===== src/rtl/pack_z_pipe.sv =====
// Two-stage float packer: round (stage 1), then bias/classify/pack (stage 2).
// Valid/ready handshake with one global advance; the bypass word travels with the same latency.
module pack_z_pipe #(
    parameter int EXP_W  = 8,
    parameter int MAN_W  = 23,
    parameter int BIAS   = 127,
    parameter int WORD_W = 1 + EXP_W + MAN_W
) (
    input  logic                    clock,
    input  logic                    reset,
    input  logic                    in_valid,
    output logic                    in_ready,
    input  logic                    in_bypass,
    input  logic [WORD_W-1:0]       in_raw,
    input  logic                    in_sign,
    input  logic signed [EXP_W+1:0] in_exp,
    input  logic [MAN_W+3:0]        in_man,
    input  logic [1:0]              in_rmode,
    output logic                    out_valid,
    input  logic                    out_ready,
    output logic [WORD_W-1:0]       out_word,
    output logic [2:0]              out_flags
);

    localparam int EW2 = EXP_W + 2;
    localparam int MW1 = MAN_W + 1;
    localparam logic signed [EW2-1:0] BIAS_S    = EW2'(BIAS);
    localparam logic signed [EW2-1:0] EXP_SAT_S = EW2'((1 << EXP_W) - 1);
    localparam logic signed [EW2-1:0] EMIN_S    = EW2'(1 - BIAS);
    localparam logic signed [EW2-1:0] ZERO_S    = '0;
    localparam logic signed [EW2-1:0] ONE_S     = EW2'(1);

    function automatic logic round_inc(input logic [1:0] rmode, input logic sign,
                                       input logic lsb, input logic g, input logic rs);
        logic inc;
        case (rmode)
            2'd0:    inc = g & (rs | lsb);
            2'd1:    inc = 1'b0;
            2'd2:    inc = ~sign & (g | rs);
            default: inc = sign & (g | rs);
        endcase
        return inc;
    endfunction

    // Directed modes saturate to the largest finite value when rounding away from infinity.
    function automatic logic [WORD_W-1:0] sat_word(input logic sign, input logic [1:0] rmode);
        logic to_inf;
        logic [WORD_W-1:0] w;
        to_inf = (rmode == 2'd0) | ((rmode == 2'd2) & ~sign) | ((rmode == 2'd3) & sign);
        if (to_inf) w = {sign, {EXP_W{1'b1}}, {MAN_W{1'b0}}};
        else        w = {sign, {(EXP_W-1){1'b1}}, 1'b0, {MAN_W{1'b1}}};
        return w;
    endfunction

    function automatic logic [WORD_W+2:0] pack(input logic byp, input logic [WORD_W-1:0] raw,
                                               input logic sign, input logic [1:0] rmode,
                                               input logic signed [EW2-1:0] e,
                                               input logic [MW1-1:0] man, input logic inexact);
        logic signed [EW2-1:0] biased;
        logic [WORD_W+2:0] r;
        biased = e + BIAS_S;
        if (byp)
            r = {3'b000, raw};
        else if (man == '0)
            r = {3'b000, sign, {(WORD_W-1){1'b0}}};
        else if (biased >= EXP_SAT_S)
            r = {3'b101, sat_word(sign, rmode)};
        else if ((e == EMIN_S) && !man[MAN_W])
            r = {1'b0, inexact, inexact, sign, {EXP_W{1'b0}}, man[MAN_W-1:0]};
        else if (biased <= ZERO_S)
            r = {3'b011, sign, {(WORD_W-1){1'b0}}};
        else
            r = {2'b00, inexact, sign, biased[EXP_W-1:0], man[MAN_W-1:0]};
        return r;
    endfunction

    logic adv;

    logic                  inc_p0;
    logic [MW1:0]          sum_p0;
    logic signed [EW2-1:0] exp_p0;
    logic [MW1-1:0]        man_p0;

    logic                  vld_p1_q, vld_p1_d;
    logic                  byp_p1_q, byp_p1_d;
    logic [WORD_W-1:0]     raw_p1_q, raw_p1_d;
    logic                  sign_p1_q, sign_p1_d;
    logic [1:0]            rmode_p1_q, rmode_p1_d;
    logic signed [EW2-1:0] exp_p1_q, exp_p1_d;
    logic [MW1-1:0]        man_p1_q, man_p1_d;
    logic                  inx_p1_q, inx_p1_d;

    logic                  vld_p2_q, vld_p2_d;
    logic [WORD_W-1:0]     word_p2_q, word_p2_d;
    logic [2:0]            flags_p2_q, flags_p2_d;

    assign adv       = ~vld_p2_q | out_ready;
    assign in_ready  = adv;
    assign out_valid = vld_p2_q;
    assign out_word  = word_p2_q;
    assign out_flags = flags_p2_q;

    always_comb begin
        // stage 0 -> 1: round, renormalise on carry-out
        inc_p0 = round_inc(in_rmode, in_sign, in_man[3], in_man[2], in_man[1] | in_man[0]);
        sum_p0 = {1'b0, in_man[MAN_W+3:3]} + {{MW1{1'b0}}, inc_p0};
        exp_p0 = sum_p0[MW1] ? (in_exp + ONE_S) : in_exp;
        man_p0 = sum_p0[MW1] ? sum_p0[MW1:1] : sum_p0[MW1-1:0];

        vld_p1_d   = vld_p1_q;
        byp_p1_d   = byp_p1_q;
        raw_p1_d   = raw_p1_q;
        sign_p1_d  = sign_p1_q;
        rmode_p1_d = rmode_p1_q;
        exp_p1_d   = exp_p1_q;
        man_p1_d   = man_p1_q;
        inx_p1_d   = inx_p1_q;
        vld_p2_d   = vld_p2_q;
        word_p2_d  = word_p2_q;
        flags_p2_d = flags_p2_q;

        if (adv) begin
            vld_p1_d = in_valid;
            if (in_valid) begin
                byp_p1_d   = in_bypass;
                raw_p1_d   = in_raw;
                sign_p1_d  = in_sign;
                rmode_p1_d = in_rmode;
                exp_p1_d   = exp_p0;
                man_p1_d   = man_p0;
                inx_p1_d   = |in_man[2:0];
            end
            // stage 1 -> 2: bias, classify, pack
            vld_p2_d = vld_p1_q;
            if (vld_p1_q)
                {flags_p2_d, word_p2_d} = pack(byp_p1_q, raw_p1_q, sign_p1_q, rmode_p1_q,
                                               exp_p1_q, man_p1_q, inx_p1_q);
        end
    end

    always_ff @(posedge clock or posedge reset) begin
        if (reset) begin
            vld_p1_q   <= 1'b0;
            vld_p2_q   <= 1'b0;
            word_p2_q  <= '0;
            flags_p2_q <= '0;
        end else begin
            vld_p1_q   <= vld_p1_d;
            vld_p2_q   <= vld_p2_d;
            word_p2_q  <= word_p2_d;
            flags_p2_q <= flags_p2_d;
        end
    end

    always_ff @(posedge clock) begin
        byp_p1_q   <= byp_p1_d;
        raw_p1_q   <= raw_p1_d;
        sign_p1_q  <= sign_p1_d;
        rmode_p1_q <= rmode_p1_d;
        exp_p1_q   <= exp_p1_d;
        man_p1_q   <= man_p1_d;
        inx_p1_q   <= inx_p1_d;
    end

endmodule


===== config.mk =====
export PLATFORM = sky130hd
export DESIGN_NAME = pack_z_pipe
export DESIGN_NICKNAME = d
export VERILOG_FILES = /design/src/rtl/pack_z_pipe.sv
export SDC_FILE = /design/constraint.sdc
export NUM_CORES = 1
export LEC_CHECK = 0
export CORE_MARGIN = 2
export CORE_UTILIZATION = 30
export DETAILED_ROUTE_END_ITERATION = 16
export SLEW_MARGIN = 20
export SYNTH_ARGS = -nofsm -noshare
export SYNTH_HDL_FRONTEND = slang
export SYNTH_SLANG_ARGS = --single-unit
export TNS_END_PERCENT = 50

===== constraint.sdc =====
create_clock -name clock -period 5.31 [get_ports clock]
set_input_delay 1.062 -clock clock [delete_from_list [all_inputs] [get_ports clock]]
set_output_delay 1.062 -clock clock [all_outputs]
set_load 0.005 [all_outputs]

==> run metrics, run 1 <==
status complete, no violations; Worst VDD drop 0.000231 V; Clock Latency Late Sink 350 ps; cell-internal power 1.60 mW; crit path DAT 3960 ps; final wirelength 13,300 um; largest net degree at the start of global routing 41; Worst Setup End Kind register; syn_area_per_cell 10.6 sq um; sequential share of power 50.1%; Post-synth EDFFs 71; Reg2Reg Depth 10; die width 138 um; r2r setup slk 2340 ps; WHS 475 ps; # rows 48; number of global-route vias before repair 4,063; hold_buf cts 0; post_cts resized 0; final net count 700; Async SR Flop Fraction 34.3%; Hold Crit Class reg2reg; Iter 0 DRT Violations 300; Ports 114; Antenna Violating Nets Remaining 0; YS warnings 0; Hold Vio Cnt, Final 0; Final Skew 12.0 ps; fin crit share 72.7%; share of cells above drive strength 1 5.64%; top cells by area, synth edfxtp_1 40%, dfrtp_1 17%, nor2_1 5.0%; crit path capture exp_p1_q[9]; post-synthesis sequential area ratio 57.1%; CTS tree built; Synth-to-Final Area Change 30.4%; initial antenna violation count 0; mapped cell area 5360 sq um; DR pass1 iterations 4; slowest stage delay, CP 490 ps; Crit path max-delay family simple AND/OR/NAND/NOR gates; number of vias per cell 4.87; DRC viols 0; Clk pwr share 27.7%; critical path class in2reg; htree depth 3; max-cap violation count 0; CP cell instances clkdlybuf4s50_1 > nand2_1 > xor2_1 > o211a_1 > ha_1 > ha_1 > and4_1 > nand4_1 > or2_2 > nor2_1 > buf_4 > nand4_1 > nor2_1 > xor2_1; WP depth 14; first-pass GRT wire length 21,300 um; Max Transition Viols Final 0; HP Start out_flags[2]; crit start category input port; DP Worst Slack 1050 ps; Mapped Nets 591; FMAX 259 MHz; min cycle time layout 3860 ps; TNS Setup 0 ps; slowest stage cell, crit path clkdlybuf4s50_1; Leak 2.55 nW; Core Util, Final 40.3%; power density over cell area 311 nW/um^2; Reg clk slew, reported paths 70 ps; CTS buffer count 9; worst path required time 5410 ps; hpwl dp 9950 um; final worst setup slack 1450 ps; setup violators final 0; top cells by count, synth 72 x nor2_1, 71 x edfxtp_1, 39 x a21oi_1; Root Driver clkbuf_16; crit path max fanout 20; Rel. slew slack 43.8%; most frequent cell after synthesis nor2_1; Seq cells post-synth 108; r2r endpoint out_word[7]; antenna diode instance count 0; Primary FF master, synth edfxtp_1; most area-hungry cell type in the Yosys netlist edfxtp_1; Worst Tran Pin Value 843 ps; Post CTS Setup Buffer Count 0; Die ar. 18,900 sq um; wire per inst 15.8 um; Switching Fraction 26.2%; Starting Density 30.9%; Crit path buffers/inverters 2; port bufs 113; GRT Overall Usage 14.6%; switching power 570 uW; Critical path origin in_rmode[1]; Gate power share 22.2%; clk sink count 108; reg2reg start exp_p1_q[0]; Synth cell types 48; RSZ-0062 raised after global routing false; Final Power 2.17 mW; core area 17,400 sq um; CTS Buffer Depth 2; routability cong. 0.798; DR vias 4,119; aggregate global routing overflow 0; Mapped Cells 507; filler instances 1,657; Die Y 138 um; share of the synthesized area in the top cell type 39.8%
[how the worst min path moves through the flow]
stage | to | slack, ps | cells past startpoint
6_report | out_flags[2] | 470 | 2
5_1_grt | out_word[29] | 510 | 2
3_3_place_gp | out_flags[2] | 460 | 2
4_1_cts | out_flags[2] | 480 | 2
2_1_floorplan | out_flags[2] | 460 | 2
3_5_place_dp | out_flags[2] | 470 | 2
[power groups by stage]
stage | combinational, mW | sequential [mW] | clock, mW
after CTS | 0.485 | 1.09 | 0.619
after global routing | 0.533 | 1.10 | 0.648
after global placement | 0.476 | 1.10 | 0
final | 0.482 | 1.09 | 0.601
after detailed placement | 0.483 | 1.11 | 0
after floorplan | 0.205 | 1.09 | 0
[flip-flops by register name, indices dropped and copies added, names as in the netlist]
register	cells
sign_p1_q	1
rmode_p1_q	2
out_flags	3
raw_p1_q	32
byp_p1_q	1
exp_p1_q	10
inx_p1_q	1
man_p1_q	24
out_valid	1
out_word	32
vld_p1_q	1
[metal layers]
metal	up-vias	GRT usage (%)	wire length [um]
met3	11	3.61	724
met4	0	3.95	166
li1	2053	-	-
met5	-	0	0
met2	126	22.1	5850
met1	1929	20.7	6590
[per-stage QoR]
step | area [sq um] | cells
final | 6990 | 846
after global placement | 6710 | 829
after global routing | 6990 | 846
after detailed placement | 6710 | 829
after floorplan | 5360 | 507
after CTS | 6970 | 845
[cell families (layout without fill, tap and decap cells)]
family	after synthesis	in the layout	synth area share, %
multiplexers	5	5	1.00
buffers and inverters	47	161	3.95
adder cells (fa/ha/maj)	7	7	1.63
XOR/XNOR	35	35	5.86
flip-flops	108	108	57.1
AO/OA/AOI/OAI	102	102	12.0
AND/OR/NAND/NOR	203	203	18.5
[worst min-delay path, stage by stage, from the launching register on]
cell     delay (ps)
dfrtp_1         350
nand2_1          50
nand2_1          50
[area by class of cell]
type / instances / area, sq um / area share [%]
tap: 225 / 282 / 4.03
inverter: 22 / 82.6 / 1.18
clock inverter: 5 / 28.8 / 0.412
multi-input combinational: 352 / 2090 / 29.9
timing repair buffer: 123 / 1210 / 17.4
clock buffer: 11 / 233 / 3.33
sequential: 108 / 3060 / 43.8
[cells in the final DEF (no fill, tap or decap), types with 3 or more instances in the layout]
cell type / n
a21boi_0: 4
clkbuf_16: 9
inv_1: 22
nor2_1: 72
and3_1: 6
nand4b_1: 6
xor2_1: 19
a21bo_2: 3
a211oi_1: 4
nand4_1: 13
nor3_1: 4
edfxtp_1: 71
o21ai_0: 10
and2_1: 5
buf_4: 9
nor4_1: 8
clkdlybuf4s50_1: 113
a21oi_1: 39
nor2b_1: 5
ha_1: 7
dfrtp_1: 37
nand3_1: 28
mux2_2: 3
and4_1: 5
xnor2_1: 15
nand2b_1: 6
a31oi_1: 26
nand2_1: 38
(Power assumes the default switching activity.)
==> run 2: changes to the inputs <==
- clock period: 5.31 -> 3.8 ns (I/O delays scaled with it)
==> run metrics, run 2 (same netlist as run 1, synthesis figures left out) <==
Final Power 3.19 mW (+47%); slowest stage cell, crit path clkdlybuf4s50_1; fin crit share 90.7%; r2r setup slk 890 ps (-1450 ps); number of global-route vias before repair 4,118 (+1.4%); final net count 703 (+0.43%); hold_buf cts 0 (unchanged); worst path required time 3890 ps (-1520 ps); number of vias per cell 4.88 (+0.30%); CTS buffer count 9 (unchanged); Die ar. 18,900 sq um (unchanged); Die Y 138 um (unchanged); Clock Latency Late Sink 350 ps (about the same); post_cts resized 0 (unchanged); DR vias 4,146 (+0.66%); FMAX 290 MHz; CTS Buffer Depth 2 (unchanged); Worst Tran Pin Value 817 ps (-26.2 ps); clk sink count 108 (unchanged); Post-DP Area 6750 sq um (+0.63%); CTS tree built; r2r endpoint out_word[5]; hpwl dp 10,200 um (+2.2%); first-pass GRT wire length 21,700 um (+1.7%); Max Transition Viols Final 0 (unchanged); Final Skew 11.0 ps (-0.937 ps); Starting Density 30.9% (unchanged); status complete, no violations; crit path DAT 3540 ps (-420 ps); TNS Setup 0 ps (unchanged); htree depth 3 (unchanged); Post CTS Setup Buffer Count 0 (unchanged); # rows 48 (unchanged); commonest non-fill, non-tap cell in the layout clkdlybuf4s50_1; final wirelength 13,700 um (+2.7%); Reg clk slew, reported paths 70 ps (about the same); largest net degree at the start of global routing 72 (+76%); Worst Setup End Kind register; DRC viols 0 (unchanged); hold path cells 2 (unchanged); initial antenna violation count 0 (unchanged); HP Start out_word[29]; aggregate global routing overflow 0 (unchanged); Rel. slew slack 45.4% (+1.6 points); Crit path max-delay family simple AND/OR/NAND/NOR gates; Reg2Reg Depth 6 (-4); CP cell instances clkdlybuf4s50_1 > nand2_1 > xor2_1 > o211a_1 > ha_1 > ha_1 > and4_1 > nand4_1 > or2_2 > nor2_1 > buf_4 > nand4_1 > nor2_1 > xor2_1; most frequent cells in the layout 113 x clkdlybuf4s50_1, 72 x nor2_1, 71 x edfxtp_1; Hold Vio Cnt, Final 0 (unchanged); min cycle time layout 3450 ps; crit start category input port; reg2reg start exp_p1_q[3]; Root Driver clkbuf_16; slowest stage delay, CP 490 ps (about the same); Critical path origin in_rmode[1]; GRT Overall Usage 14.9% (+0.33 points); antenna diode instance count 0 (unchanged); DR pass1 iterations 4 (unchanged); RSZ-0062 raised after global routing false; worst hold endpoint out_word[29]; Ports 114 (unchanged); Worst VDD drop 0.000277 V (+20%); Crit path buffers/inverters 2 (unchanged); Synth-to-Final Area Change 32.1%; Iter 0 DRT Violations 230 (-23%); routability cong. 0.816 (+2.3%); setup violators final 0 (unchanged); max-cap violation count 0 (unchanged); Final Cell Area 7080 sq um (+1.3%); power density over cell area 450 nW/um^2 (+45%); Hold Crit Class reg2reg; Leak 2.60 nW (+2.0%); share of cells above drive strength 1 6.41% (+0.77 points); wire per inst 16.1 um (+2.3%); die width 138 um (unchanged); Antenna Violating Nets Remaining 0 (unchanged); port bufs 113 (unchanged); core area 17,400 sq um (unchanged); crit path max fanout 16 (-20%); critical path class in2reg
==> run 2: final cells by class <==
cell class | instances | area, sq um
timing repair buffer | 126 | 1240
inverter | 22 | 82.6
tap | 225 | 282
clock inverter | 2 | 38.8
clock buffer | 14 | 285
sequential | 108 | 3060
fill | 1658 | 10300
multi-input combinational | 352 | 2090
==> run 2: layer usage <==
metal / global-route usage [%] / vias up / wire length [um]
met5: 0 / - / 0
met4: 4.12 / 0 / 113
met3: 3.75 / 6 / 788
met2: 22.9 / 120 / 6100
met1: 20.9 / 1963 / 6690
li1: - / 2057 / -
==> run 2: power by group <==
part / internal (mW) / leakage, nW / total, mW / switching [mW]
Sequential: 1.42 / 1.10 / 1.52 / 0.100
Clock: 0.589 / 0.158 / 0.986 / 0.397
Combinational: 0.374 / 1.35 / 0.676 / 0.302
==> run 2: worst register-to-register path, stage by stage, from the launching register on <==
cell and delay (ps):
edfxtp_1 520, or4_4 570, o31ai_4 250, xor2_2 330, a21bo_2 300, nand2_1 600, a31oi_1 190
==> run 2: metrics by stage <==
step	hold slack [ps]	std cells	utilization, %	worst slack (ps)
3_5_place_dp	495	833	38.9	-46.4
4_1_cts	510	849	40.8	335
2_1_floorplan	463	507	-	496
5_1_grt	541	849	40.8	122
3_3_place_gp	467	833	38.9	123
6_report	493	849	40.8	354
==> run 2: worst max path at each step <==
stage,endpoint,slack (ps),cells after the start
2_1_floorplan,exp_p1_q[9],500,13
3_3_place_gp,exp_p1_q[9],120,14
3_5_place_dp,exp_p1_q[9],-50,14
4_1_cts,exp_p1_q[9],340,14
5_1_grt,exp_p1_q[9],120,14
6_report,exp_p1_q[9],350,14
==> run 3: changes to the inputs <==
- ABC_AREA: unset -> 0
- RECOVER_POWER: unset -> 50
==> run metrics, run 3 (same netlist as run 1, synthesis figures left out) <==
Clock Latency Late Sink 350 ps (about the same); port bufs 113 (unchanged); crit start category input port; CTS Buffer Depth 2 (unchanged); Final Skew 10.6 ps (-0.466 ps); hold_buf cts 0 (unchanged); final net count 703 (unchanged); max-cap violation count 2 (+2); critical path class in2reg; share of cells above drive strength 1 6.25% (-0.16 points); slowest stage cell, crit path dlygate4sd3_1; wire per inst 16.2 um (+0.41%); failing checks capacitance limit, slew limit; min cycle time layout 3490 ps (+45.4 ps); switching power 799 uW (about the same); RSZ-0062 raised after global routing false; Reg2Reg Depth 6 (unchanged); slowest stage delay, CP 560 ps (+70 ps); GRT Overall Usage 14.9% (unchanged); commonest non-fill, non-tap cell in the layout nor2_1; Leak 2.61 nW (about the same); power density over cell area 447 nW/um^2 (-0.72%); largest net degree at the start of global routing 72 (unchanged); hpwl dp 10,200 um (unchanged); CTS tree built; Die ar. 18,900 sq um (unchanged); Clk pwr share 31.3% (+0.4 points); Post-Layout Cell Count 849 (unchanged); Switching Fraction 25.3% (+0.24 points); DR vias 4,179 (+0.80%); Core Util, Final 40.7% (-0.11 points); Post CTS Setup Buffer Count 0 (unchanged); worst path required time 3980 ps (+90 ps); cell-internal power 2.36 mW (-1.3%); Final Power 3.15 mW (-0.98%); Iter 0 DRT Violations 218 (-5.2%); Worst VDD drop 0.000275 V (-0.67%); Worst Tran Pin Value 2100 ps (+1280 ps); CTS buffer count 9 (unchanged); Worst Setup End Kind register; htree depth 3 (unchanged); crit path DAT 3670 ps (+130 ps); hold path cells 2 (unchanged); Reg clk slew, reported paths 70 ps (about the same); Max Transition Viols Final 110 (+110); CP cell instances dlygate4sd3_1 > xor2_1 > o211a_1 > ha_1 > ha_1 > and4_1 > nand4_1 > or2_2 > nor2_1 > buf_4 > nand4_1 > nor2_1 > xor2_1; crit path max fanout 16 (unchanged); number of vias per cell 4.92 (+0.80%); setup violators final 0 (unchanged); Hold Crit Class reg2reg; Starting Density 30.9% (unchanged); fin crit share 91.9% (+1.2 points); Gate power share 20.4% (-0.8 points); Die Y 138 um (unchanged); WHS 486 ps (-7.04 ps); status complete, but fails checks; core area 17,400 sq um (unchanged); DR pass1 iterations 4 (unchanged); antenna diode instance count 0 (unchanged); first-pass GRT wire length 21,700 um (unchanged); # rows 48 (unchanged); Ports 114 (unchanged); aggregate global routing overflow 0 (unchanged); number of global-route vias before repair 4,118 (unchanged); most frequent cells in the layout 72 x nor2_1, 71 x edfxtp_1, 58 x dlygate4sd3_1; Hold Vio Cnt, Final 0 (unchanged); Synth-to-Final Area Change 31.7%; FMAX 286 MHz (-1.3%); initial antenna violation count 0 (unchanged); clk sink count 108 (unchanged); sequential share of power 48.3% (+0.5 points); Rel. slew slack -40.0% (-85 points); post_cts resized 0 (unchanged); die width 138 um (unchanged); routability cong. 0.816 (unchanged); Post-DP Area 6750 sq um (unchanged); Root Driver clkbuf_16; DRC viols 0 (unchanged); Final Cell Area 7060 sq um (-0.27%); Placed Cells 833 (unchanged); final wirelength 13,700 um (+0.41%); Antenna Violating Nets Remaining 0 (unchanged)
run 3: changes by cell type in the layout (fill, tap and decap cells not counted), sizes merged:
cell           delta
clkdlybuf4s50    -58
buf               -2
clkbuf            +2
dlygate4sd3      +58
run 3: cell type report:
class	instances	area, sq um
tap	225	282
clock buffer	14	285
sequential	108	3060
inverter	22	82.6
clock inverter	2	38.8
timing repair buffer	126	1220
multi-input combinational	352	2090
fill	1659	10300
run 3: final timing paths:
kind	start	endpoint	slack, ps
min in group asynchronous	reset	out_word[17]	1620
setup / recovery	in_rmode[0]	exp_p1_q[9]	310
hold / removal	out_word[29]	out_word[29]	490
max in group asynchronous	reset	out_word[24]	980
setup reg to reg	exp_p1_q[3]	out_word[12]	890
hold reg to reg	out_word[29]	out_word[29]	490
run 3: per-layer routing:
layer	part of all wire, %	GRT usage [%]	vias up	wire (um)
met4	0.88	4.12	0	121
li1	-	-	2056	-
met1	49	20.9	1983	6740
met2	45	22.9	132	6140
met5	0	0	-	0
met3	5.4	3.75	8	743
run 3: worst max-delay path: cells and delay by family:
family	cells	cell delay, ps
AND/OR/NAND/NOR	6	1250
AO/OA/AOI/OAI	1	160
XOR/XNOR	2	360
buffers and inverters	2	770
adder cells (fa/ha/maj)	2	360
run 3: power by group through the flow:
stage               Sequential, mW  Clock, mW  Combinational (mW)
finish                        1.52      0.988               0.643
global route                  1.54       1.06               0.716
CTS                           1.53       1.02               0.686
detailed placement            1.55          0               0.683
global placement              1.54          0               0.668
floorplan                     1.53          0               0.287
run 3: stage by stage:
stage                     worst slack [ps]  setup TNS [ps]
after floorplan                        496               0
after global placement                 123               0
after detailed placement             -46.4           -46.4
after CTS                              335               0
after global routing                   108               0
final                                  308               0
